File: src/rtl/mem_port_arb.sv
// Dual-lane to single-port memory arbiter. A dual bundle issues the upper access first and
// the lower access one cycle later. Load data returns to the lane that requested it.

module mem_port_arb_lane #(
  parameter logic LANE = 1'b0
) (
  input  logic        clk,
  input  logic        rstn,
  input  logic        flush,
  input  logic        ret_vld,
  input  logic        ret_lane,
  input  logic [31:0] mem_rdata,
  output logic [31:0] rdata,
  output logic        rvalid
);
  logic hit;

  // A flush on the exit edge kills this return as well.
  assign hit = ret_vld & (ret_lane == LANE) & ~flush;

  always_ff @(posedge clk) begin
    if (!rstn) begin
      rdata  <= '0;
      rvalid <= 1'b0;
    end else begin
      rvalid <= hit;
      if (hit) rdata <= mem_rdata;
    end
  end
endmodule

module mem_port_arb #(
  parameter int MEM_LAT = 1
) (
  input  logic        clk,
  input  logic        rstn,
  input  logic        flush,
  input  logic        u_req,
  input  logic        l_req,
  input  logic        u_we,
  input  logic        l_we,
  input  logic [31:0] u_addr,
  input  logic [31:0] l_addr,
  input  logic [31:0] u_wdata,
  input  logic [31:0] l_wdata,
  output logic        mem_en,
  output logic        mem_we,
  output logic [31:0] mem_addr,
  output logic [31:0] mem_wdata,
  input  logic [31:0] mem_rdata,
  output logic [31:0] u_rdata,
  output logic [31:0] l_rdata,
  output logic        u_rvalid,
  output logic        l_rvalid,
  output logic        interlock
);
  typedef enum logic {IDLE, SECOND} state_t;

  typedef struct packed {
    logic        we;
    logic [31:0] addr;
    logic [31:0] wdata;
  } req_t;

  state_t             state;
  req_t               pend;
  logic               mem_lane;
  logic               vld_in;
  logic [MEM_LAT:1]   vld_pipe;
  logic [MEM_LAT:1]   lane_pipe;
  logic [1:0][31:0]   rdata_l;
  logic [1:0]         rvalid_l;

  assign interlock = (state == SECOND);
  assign vld_in    = mem_en & ~mem_we;

  always_ff @(posedge clk) begin
    if (!rstn) begin
      state     <= IDLE;
      pend      <= '0;
      mem_en    <= 1'b0;
      mem_we    <= 1'b0;
      mem_addr  <= '0;
      mem_wdata <= '0;
      mem_lane  <= 1'b0;
      vld_pipe  <= '0;
      lane_pipe <= '0;
    end else begin
      mem_en <= 1'b0;
      mem_we <= 1'b0;

      // Tag tracks the access currently on the port; stage MEM_LAT lines up with mem_rdata.
      lane_pipe[1] <= mem_lane;
      for (int i = 2; i <= MEM_LAT; i++) lane_pipe[i] <= lane_pipe[i-1];
      if (flush) begin
        vld_pipe <= '0;
      end else begin
        vld_pipe[1] <= vld_in;
        for (int i = 2; i <= MEM_LAT; i++) vld_pipe[i] <= vld_pipe[i-1];
      end

      if (flush) begin
        state <= IDLE;
      end else begin
        case (state)
          IDLE: begin
            if (u_req) begin
              mem_en    <= 1'b1;
              mem_we    <= u_we;
              mem_addr  <= u_addr;
              mem_wdata <= u_wdata;
              mem_lane  <= 1'b0;
              if (l_req) begin
                pend  <= '{we: l_we, addr: l_addr, wdata: l_wdata};
                state <= SECOND;
              end
            end else if (l_req) begin
              mem_en    <= 1'b1;
              mem_we    <= l_we;
              mem_addr  <= l_addr;
              mem_wdata <= l_wdata;
              mem_lane  <= 1'b1;
            end
          end
          SECOND: begin
            mem_en    <= 1'b1;
            mem_we    <= pend.we;
            mem_addr  <= pend.addr;
            mem_wdata <= pend.wdata;
            mem_lane  <= 1'b1;
            state     <= IDLE;
          end
          default: state <= IDLE;
        endcase
      end
    end
  end

  // Lane 0 = upper, lane 1 = lower.
  for (genvar g = 0; g < 2; g++) begin : g_lane
    mem_port_arb_lane #(.LANE(1'(g))) u_lane (
      .clk       (clk),
      .rstn      (rstn),
      .flush     (flush),
      .ret_vld   (vld_pipe[MEM_LAT]),
      .ret_lane  (lane_pipe[MEM_LAT]),
      .mem_rdata (mem_rdata),
      .rdata     (rdata_l[g]),
      .rvalid    (rvalid_l[g])
    );
  end

  assign u_rdata  = rdata_l[0];
  assign l_rdata  = rdata_l[1];
  assign u_rvalid = rvalid_l[0];
  assign l_rvalid = rvalid_l[1];
endmodule

File: config.mk
export PLATFORM = sky130hd
export DESIGN_NAME = mem_port_arb
export DESIGN_NICKNAME = d
export VERILOG_FILES = /design/src/rtl/mem_port_arb.sv
export SDC_FILE = /design/constraint.sdc
export NUM_CORES = 1
export LEC_CHECK = 0
export BUFFER_PORTS_ARGS = -buffer_cell sky130_fd_sc_hd__buf_2
export CAP_MARGIN = 5
export CORE_MARGIN = 2
export CORE_UTILIZATION = 50
export DETAILED_ROUTE_END_ITERATION = 7
export PLACE_DENSITY = 0.8
export SYNTH_ARGS = -nofsm -noshare
export SYNTH_HDL_FRONTEND = slang
export SYNTH_SLANG_ARGS = --single-unit
File: constraint.sdc
create_clock -name clk -period 1.99 [get_ports clk]
set_input_delay 0.2985 -clock clk [delete_from_list [all_inputs] [get_ports clk]]
set_output_delay 0.2985 -clock clk [all_outputs]
set_load 0.02 [all_outputs]
==> results.toml, run 1 <==
[clock_network]
ctsResizeCount = 0
path_clk_slew_ns = 0.06
htree_levels = 1
postCtsSetupBuffers = 0
clkLatencyLatePin_ns = 0.50
cts_tree = "yes"
clkSinkCount = 201
cts_buffers = 22
cts-root-buf = "clkbuf_16"
hold_buffers = 0
clock_path_buffers = 3

[global_routing]
antenna_found_initial = 5
first_global_vias = 7767
grt_pass1_wl_um = 38100
use_met2_pct = 44.4
use_met1_pct = 30.4
grt_overflow_total = 0
grt_max_degree = 162
grt_use_total_pct = 25.4
use_met3_pct = 6.58
grt_busiest_layer = "met2"

[timing]
worst_pin_slew_ns = 1.02
fin_setup_tns_ns = 0
min_period_ns = 1.79
hold_violations = 0
final-max-slew-violation-count = 0
max_slew_margin_pct = 32.0
finalSetupViolCount = 0
rsz0062_at_grt = "no"
max_clock_freq_ghz = 0.559
finalClockSkew_ns = 0.0123
period_share_pct = 90.0

[cells_and_area]
nFillCells = 1507
post-route-cell-area_mm2 = 0.0110
final_layout_size_suffix_gt1_share_pct = 28.1
fin_nets = 1429
seqCellArea_mm2 = 0.00403
final_cell_mix = "buf_2, nand2_1, dfxtp_1, a21boi_0, nand2b_1"
area_delta_synth_final_pct = 27.0
multi_input_comb_area_mm2 = 0.00415
layout_commonest_cell = "buf_2"

[critical_path]
cp-end-kind = "flop"
startpoint_type = "flop"
critPathKind = "flop to flop"
worstPathRequired_ns = 2.40
ff2ff_path_depth = 5
cp.arrival_ns = 2.20
r2r-start = "interlock"
r2r-end = "pend[25]"
r2r_setup_slack_ns = 0.20
cp_max_fo = 65

[placed_design]
place_congestion = 0.801
io_buffers = 299
dpl-instance-area_mm2 = 0.0103
dpl.hpwl_um = 15300

[detailed_routing]
drc = 0
first_iter_violations = 379
wl_um = 24200
wl_per_cell_um = 16.2
ant_nets = 0
via_per_inst = 5.44
firstDrtPassIters = 8
via_count = 8162

[logic_synthesis]
synth_top_cell_by_area = "dfxtp_1"
synth_cell_types = 32
synth_area_mm2 = 0.00865
yosysSeqAreaShare_pct = 46.5
post_synth.cell_area_avg_um2 = 8.55
syn_inst = 1012
ys_ff_latch = 201
synthTopCellsByArea = "dfxtp_1, nand2_1, a21boi_0"
synth_warnings = 0
synth_top_area_share_pct = 46.5
synthesis.nets = 1179

[status]
status = "finished, final reports clean"

[die]
initial_utilization_pct = 50.5
die_h_um = 136
core_area_mm2 = 0.0171
die_x_um = 136
die-area_mm2 = 0.0184
num_rows = 48
ios = 300

[power_and_ir_drop]
p_comb_share_pct = 11.8
p_sw_share_pct = 24.2
irDropWorstVdd_mv = 0.581
p_leak_nw = 4.78
p_clk_share_pct = 43.1
p_per_area_mw_per_mm2 = 860
power_switching_mw = 2.29
p_int_mw = 7.16
p_seq_share_pct = 45.1

[worst_hold_path]
hold_end = "pend[59]"
min_path_type = "primary input to flop"
hold_start = "l_addr[27]"
min_path_cells = 3

[job]
drv_cap = 0
area by class of cell:
| class | instances | area share (%) |
|---|---|---|
| antenna | 3 | 0.0683 |
| clock buffer | 31 | 5.88 |
| clock inverter | 4 | 0.638 |
| inverter | 29 | 0.991 |
| multi-input combinational | 691 | 37.8 |
| sequential | 201 | 36.6 |
| tap | 225 | 2.56 |
| timing repair buffer | 317 | 15.5 |
kinds of logic (layout without fill, tap and decap cells):
logic type	after synthesis	after routing	synth area share, %
AO/OA/AOI/OAI	315	315	28.3
buffers and inverters	120	381	5.89
flip-flops	201	201	46.5
other	0	3	0
AND/OR/NAND/NOR	376	376	19.3
per-layer routing:
layer,share of wire (%),up-vias,wire [um]
li1,-,3974,-
met1,40,3830,9680
met2,49,298,11800
met3,8.2,56,1990
met4,3.1,4,750
met5,0.087,-,21
through the flow:
stage	setup WS, ns	power (mW)	util [%]	hold slack [ns]	instances
final	0.200	9.45	64.2	0.0427	1501
after detailed placement	0.0564	5.46	60.0	0.431	1463
after global placement	0.134	5.43	60.0	0.422	1463
after floorplan	0.298	5.01	-	0.430	1012
after global routing	0.0715	9.78	64.2	0.0429	1500
after CTS	0.202	9.53	64.1	0.0302	1498
cells in the mapped netlist, drive strengths merged:
cell type,number
nand3b,2
a21oi,1
a2bb2oi,1
o21ai,27
nor3b,2
inv,29
and2,4
a21boi,130
a32o,37
dfxtp,201
and3b,1
a22o,27
nand2,258
nor2b,38
nand2b,39
clkbuf,63
buf,28
nor2,28
o22ai,27
or3,1
or3b,1
and4bb,1
a211oi,27
a211o,37
nand4bb,1
a221oi,1
flip-flops by register name, indices dropped and copies added, names as in the netlist:
register              cells
mem_we                    1
mem_lane                  1
mem_addr                 32
interlock                 1
mem_wdata                32
lane_pipe                 1
g_lane.u_lane.rdata      64
pend                     65
vld_pipe                  1
mem_en                    1
g_lane.u_lane.rvalid      2
power groups by stage:
stage	logic [mW]	clock network [mW]	registers, mW
after floorplan	0.542	0	4.47
after global placement	1.09	0	4.34
after detailed placement	1.11	0	4.35
after CTS	1.12	4.15	4.26
after global routing	1.21	4.30	4.28
final	1.11	4.08	4.26
worst max path at each step:
stage                   start  cells after the start             to  slack [ns]
floorplan           interlock                      6  mem_wdata[13]        0.30
CTS                 interlock                      5       pend[25]        0.20
global route        interlock                      5       pend[25]        0.07
global placement        flush                      4  mem_wdata[28]        0.13
detailed placement      flush                      4   mem_addr[31]        0.06
finish              interlock                      5       pend[25]        0.20
worst max-delay path: stages (launching register included):
cell and delay [ns]:
dfxtp_2 0.34, buf_4 0.48, nand4bb_4 0.26, buf_12 0.30
nand2_1 0.08, a21boi_0 0.22
Note: power is estimated with default switching activity, not from simulation.
==> run 2, diff against run 1 <==
Settings changed: ABC_AREA set to 1, CORE_UTILIZATION 50 to 51, PLACE_DENSITY 0.8 to 0.81.
==> run 2 against run 1 <==
Area after synthesis is 3.5% higher. Final cell count is 22% higher. Die area is 1.4% higher. Combinational power is 13% higher. Clock power is 7.8% lower. Worst setup slack worse by 0.063 ns. Highest routed layer unchanged.
==> results.toml, run 2 <==
[cells_and_area]
fin_nets = 1761
nFillCells = 1552
reg_top3 = "pend x65, g_lane.u_lane.rdata x64"
final_cell_mix = "buf_2, nor2_1, dfxtp_1, nand2_1, inv_1"
top_register = "pend"
largest_reg_flops = 65
area_delta_synth_final_pct = 24.6
postLayoutCoreUtil_pct = 64.7
final_layout_size_suffix_gt1_share_pct = 22.5
layout_commonest_cell = "buf_2"

[critical_path]
cp.arrival_ns = 1.55
cp_num_buf_inv = 2
crit_chain = "buf_4 -> buf_2"
worstPathRequired_ns = 1.69
slowest_stage = "dfxtp_1"
cp_top_family = "buffers and inverters"
startpoint_type = "flop"
cp_max_fo = 24
critPathKind = "flop to primary output"
max_stage_delay_ns = 0.47
cp-end-kind = "primary output"

[clock_network]
clkLatencyLatePin_ns = 0.49
htree_levels = 1
clkSinkCount = 201
path_clk_slew_ns = 0.06
clock_path_buffers = 3
hold_buffers = 0
ctsResizeCount = 0
cts-root-buf = "clkbuf_16"
postCtsSetupBuffers = 0
cts_tree = "yes"
cts_buffers = 21

[logic_synthesis]
synth_mux_area_share_pct = 0
synth_common_cells = "nor2_1, dfxtp_1, inv_1, nand2_1, nand3_1"
synth-async-reset-ratio_pct = 0
synth_xor_area_share_pct = 0
synthesis.nets = 1510
synth-simple-area-share_pct = 31.3
synth_top_family_by_area = "simple AND/OR/NAND/NOR gates"
synth_compound_area_share_pct = 10.6
syn_inst = 1343
synth_cell_types = 19
synth_top_cell_by_area = "dfxtp_1"
synth-edff-count = 0
ys_ff_latch = 201
synth_top_area_share_pct = 45.0
synth_area_mm2 = 0.00895
synth_most_common_cell = "nor2_1"
synth_flop_cell = "dfxtp_1"
synthAdderAreaFrac_pct = 0
synthTopCellsByArea = "dfxtp_1, nor2_1, inv_1"
synth_warnings = 0
post_synth.cell_area_avg_um2 = 6.66
yosysSeqAreaShare_pct = 45.0

[detailed_routing]
via_count = 9255
via_per_inst = 5.04
ant_nets = 0
firstDrtPassIters = 5
wl_um = 25700
first_iter_violations = 610
drc = 0
wl_per_cell_um = 14.0

[die]
initial_utilization_pct = 51.9
die_x_um = 136
num_rows = 48
die_h_um = 136
core_area_mm2 = 0.0172
ios = 300
die-area_mm2 = 0.0186

[timing]
max_clock_freq_ghz = 0.540
finalSetupViolCount = 0
hold_violations = 0
finalClockSkew_ns = 0.00980
period_share_pct = 93.1
worst_pin_slew_ns = 0.745
fin_setup_tns_ns = 0
rsz0062_at_grt = "no"
final-max-slew-violation-count = 0
min_period_ns = 1.85
max_slew_margin_pct = 50.3

[global_routing]
first_global_vias = 8337
grt_pass1_wl_um = 40700
grt_overflow_total = 0
antenna_found_initial = 4
grt_use_total_pct = 26.9
grt_max_degree = 109

[job]
drv_cap = 0

[power_and_ir_drop]
p_int_mw = 6.87
p_leak_nw = 6.10
p_clk_share_pct = 40.2
p_seq_share_pct = 46.4
p_comb_share_pct = 13.4
p_per_area_mw_per_mm2 = 838
p_sw_share_pct = 26.5
power_switching_mw = 2.47
irDropWorstVdd_mv = 0.593

[placed_design]
io_buffers = 299
dpl.hpwl_um = 17200
place_congestion = 0.884

[status]
status = "finished, final reports clean"

[worst_hold_path]
min_path_type = "primary input to flop"
==> run 2: changes by cell type in the layout (fill, tap and decap cells not counted), sizes merged, moves of 38 or more <==
| cell | change |
|---|---|
| inv | +168 |
| o21ai | +70 |
| a21boi | -130 |
| nand2 | -63 |
| nor2b | -38 |
| nand3 | +141 |
| a21oi | +90 |
| nand2b | -39 |
| nor2 | +271 |
==> run 2: final timing paths <==
path | start | end | slack, ns | depth (start not counted)
worst max-delay path | interlock | interlock | 0.14 | 2
worst min-delay path | l_we | pend[64] | 0.05 | 3
worst max register to register | interlock | mem_addr[15] | 0.19 | 5
worst min register to register | mem_we | vld_pipe | 0.44 | 1
==> run 2: cell families (layout without fill, tap and decap cells) <==
kind of cell | count (synthesis) | in the layout
compound gates | 189 | 189
buf+inv | 289 | 554
flops | 201 | 201
other cells | 0 | 2
simple gates | 664 | 664
==> run 2: per-stage QoR <==
| stage | total power [mW] | setup WS, ns | cells | hold slack [ns] | area, um^2 |
|---|---|---|---|---|---|
| 2_1_floorplan | 5.18 | 0.581 | 1343 | 0.402 | 8950 |
| 3_3_place_gp | 5.64 | 0.264 | 1796 | 0.416 | 10500 |
| 3_5_place_dp | 5.66 | 0.194 | 1796 | 0.423 | 10500 |
| 6_report | 9.34 | 0.137 | 1835 | 0.0465 | 11200 |
| 4_1_cts | 9.41 | 0.127 | 1833 | 0.0277 | 11100 |
| 5_1_grt | 9.74 | 0.0327 | 1834 | 0.0477 | 11200 |
==> run 2: routing by layer <==
metal  GRT usage (%)  share of wire [%]  up-vias
met5               0               0.10        -
met4            11.1                4.0        4
met3            5.70                7.9       83
met2            45.4                 48      387
met1            33.2                 40     4131
li1                -                  -     4650
==> run 2: power by group through the flow <==
| stage | logic, mW | registers [mW] | clock network (mW) |
|---|---|---|---|
| after floorplan | 0.623 | 4.56 | 0 |
| after global placement | 1.22 | 4.42 | 0 |
| after detailed placement | 1.24 | 4.42 | 0 |
| after CTS | 1.25 | 4.33 | 3.83 |
| after global routing | 1.39 | 4.35 | 4.00 |
| final | 1.25 | 4.33 | 3.76 |
==> run 2: area by class of cell <==
type | count | area [um^2] | area share, %
Tap cell | 225 | 282 | 2.52
Timing Repair Buffer | 320 | 1690 | 15.2
Clock inverter | 9 | 75.1 | 0.673
Antenna cell | 2 | 5.00 | 0.0449
Inverter | 197 | 739 | 6.63
Clock buffer | 28 | 582 | 5.22
Multi-Input combinational cell | 853 | 3750 | 33.7
Sequential cell | 201 | 4020 | 36.1
==> run 2: tightest hold or removal path, stage by stage <==
cell and delay, ns:
buf_2 0.09, nand2_1 0.06, nand2_1 0.06
==> run 3, diff against run 2 <==
==> constraint.sdc (replaced) <==
create_clock -name clk -period 1.99 [get_ports clk]
set_input_delay 0.0995 -clock clk [delete_from_list [all_inputs] [get_ports clk]]
set_output_delay 0.0995 -clock clk [all_outputs]
set_load 0.02 [all_outputs]
==> run 3 against run 2 <==
Clock-buffer cell count grew 5. Power is 4.3% higher. Die area did not move. Largest cell class unchanged. Core utilization up 9.7 points. Worst setup slack better by 0.066 ns. Final area rose by 15%. Critical path depth up 3. Combinational power is 25% higher. Hold slack lost 0.026 ns. Largest power group unchanged. Highest routed layer is now met4.
==> results.toml, run 3 (same netlist as run 2, synthesis figures left out) <==
[status]
status = "finished, final reports clean"

[cells_and_area]
area_delta_synth_final_pct = 43.3
seqCellArea_mm2 = 0.00402
reg_top3 = "pend x65, g_lane.u_lane.rdata x64"
largest_reg_flops = 65
multi_input_comb_area_mm2 = 0.00375
final_cell_mix = "buf_2, nor2_1, dfxtp_1, nand2_1, inv_1"
nFillCells = 1166
fin_nets = 1925
stdcell_count = 1997
final_layout_size_suffix_gt1_share_pct = 20.2
top_register = "pend"
layout_commonest_cell = "buf_2"

[global_routing]
grt_overflow_total = 0
grt_max_degree = 92
antenna_found_initial = 2
grt_pass1_wl_um = 48200
grt_use_total_pct = 32.2
first_global_vias = 10189

[timing]
worst_pin_slew_ns = 0.763
holdWs_ns = 0.0200
min_period_ns = 1.79
finalClockSkew_ns = 0.0117
fin_setup_tns_ns = 0
max_clock_freq_ghz = 0.559
hold_violations = 0
rsz0062_at_grt = "no"
final-max-slew-violation-count = 0
max_slew_margin_pct = 49.1
period_share_pct = 89.8
setup_ws_ns = 0.203
finalSetupViolCount = 0

[power_and_ir_drop]
p_int_mw = 7.15
p_per_area_mw_per_mm2 = 759
p_total_mw = 9.74
power_switching_mw = 2.59
p_leak_nw = 6.81
irDropWorstVdd_mv = 0.584
p_sw_share_pct = 26.6
p_seq_share_pct = 44.6
p_clk_share_pct = 39.4
p_comb_share_pct = 16.0

[critical_path]
cp_max_fo = 27
critPathKind = "flop to flop"
cp-end-kind = "flop"
worstPathRequired_ns = 2.34
cp.arrival_ns = 2.14
startpoint_type = "flop"
max_stage_delay_ns = 0.46
crit_chain = "nor2_8 -> nand2_1 -> nand2_4 -> inv_2 -> a21oi_1"
slowest_stage = "dfxtp_1"

[detailed_routing]
wl_um = 31400
firstDrtPassIters = 6
wl_per_cell_um = 15.7
wl_met2_um = 15500
top_layer = "met4"
drc = 0
wl_met3_um = 2510
via_count = 10496
via_per_inst = 5.26
first_iter_violations = 705
drt-met1-wl_um = 11400
ant_nets = 0

[clock_network]
postCtsSetupBuffers = 0
cts-root-buf = "clkbuf_16"
ctsResizeCount = 0
cts_tree = "yes"
clkSinkCount = 201
cts_buffers = 22
clkLatencyLatePin_ns = 0.49
path_clk_slew_ns = 0.06
htree_levels = 1
clock_path_buffers = 3
hold_buffers = 163

[die]
die_x_um = 136
num_rows = 48
die_h_um = 136
core_area_mm2 = 0.0172
die-area_mm2 = 0.0186
initial_utilization_pct = 51.9
ios = 300

[placed_design]
dpl.hpwl_um = 17100
place_congestion = 0.878
place_inst = 1796
pre_cts_slack_ns = 0.240
io_buffers = 299

[worst_hold_path]
min_path_type = "primary input to flop"

[job]
drv_cap = 0
## run 3: area by class of cell
class / count / area share [%]
Antenna cell: 2 / 0.0390
Multi-Input combinational cell: 853 / 29.3
Sequential cell: 201 / 31.4
Clock buffer: 33 / 5.09
Clock inverter: 3 / 0.146
Inverter: 197 / 5.77
Timing Repair Buffer: 483 / 26.1
Tap cell: 225 / 2.19
## run 3: path summary, 6_finish.rpt
kind	from	endpoint	slack (ns)	cells past startpoint
max	interlock	mem_addr[3]	0.20	5
min	u_addr[4]	mem_addr[4]	0.02	4
max reg2reg	interlock	mem_addr[3]	0.20	5
min reg2reg	mem_lane	lane_pipe	0.44	2
## run 3: through the flow
| step | utilization [%] | cell area (um^2) |
|---|---|---|
| 6_report | 74.4 | 12800 |
| 5_1_grt | 74.4 | 12800 |
| 4_1_cts | 74.4 | 12800 |
| 3_5_place_dp | 61.0 | 10500 |
| 3_3_place_gp | 61.0 | 10500 |
| 2_1_floorplan | - | 8950 |
## run 3: worst max-delay path: cells and delay by family, from the launching register on
| kind | cells | cell delay [ns] |
|---|---|---|
| simple gates | 3 | 0.56 |
| flops | 1 | 0.46 |
| buf+inv | 1 | 0.46 |
| compound gates | 1 | 0.15 |
## run 3: metal layers
metal	vias to the layer above	GRT usage (%)
met5	-	0
met2	639	58.3
met1	4710	33.6
met3	180	6.71
li1	4967	-
met4	0	20.8
## run 3: power by group through the flow
stage	clock, mW	combinational [mW]	sequential [mW]
after floorplan	0	0.623	4.56
after global placement	0	1.23	4.41
after detailed placement	0	1.25	4.42
after CTS	3.90	1.50	4.33
after global routing	4.04	1.69	4.36
final	3.84	1.56	4.35
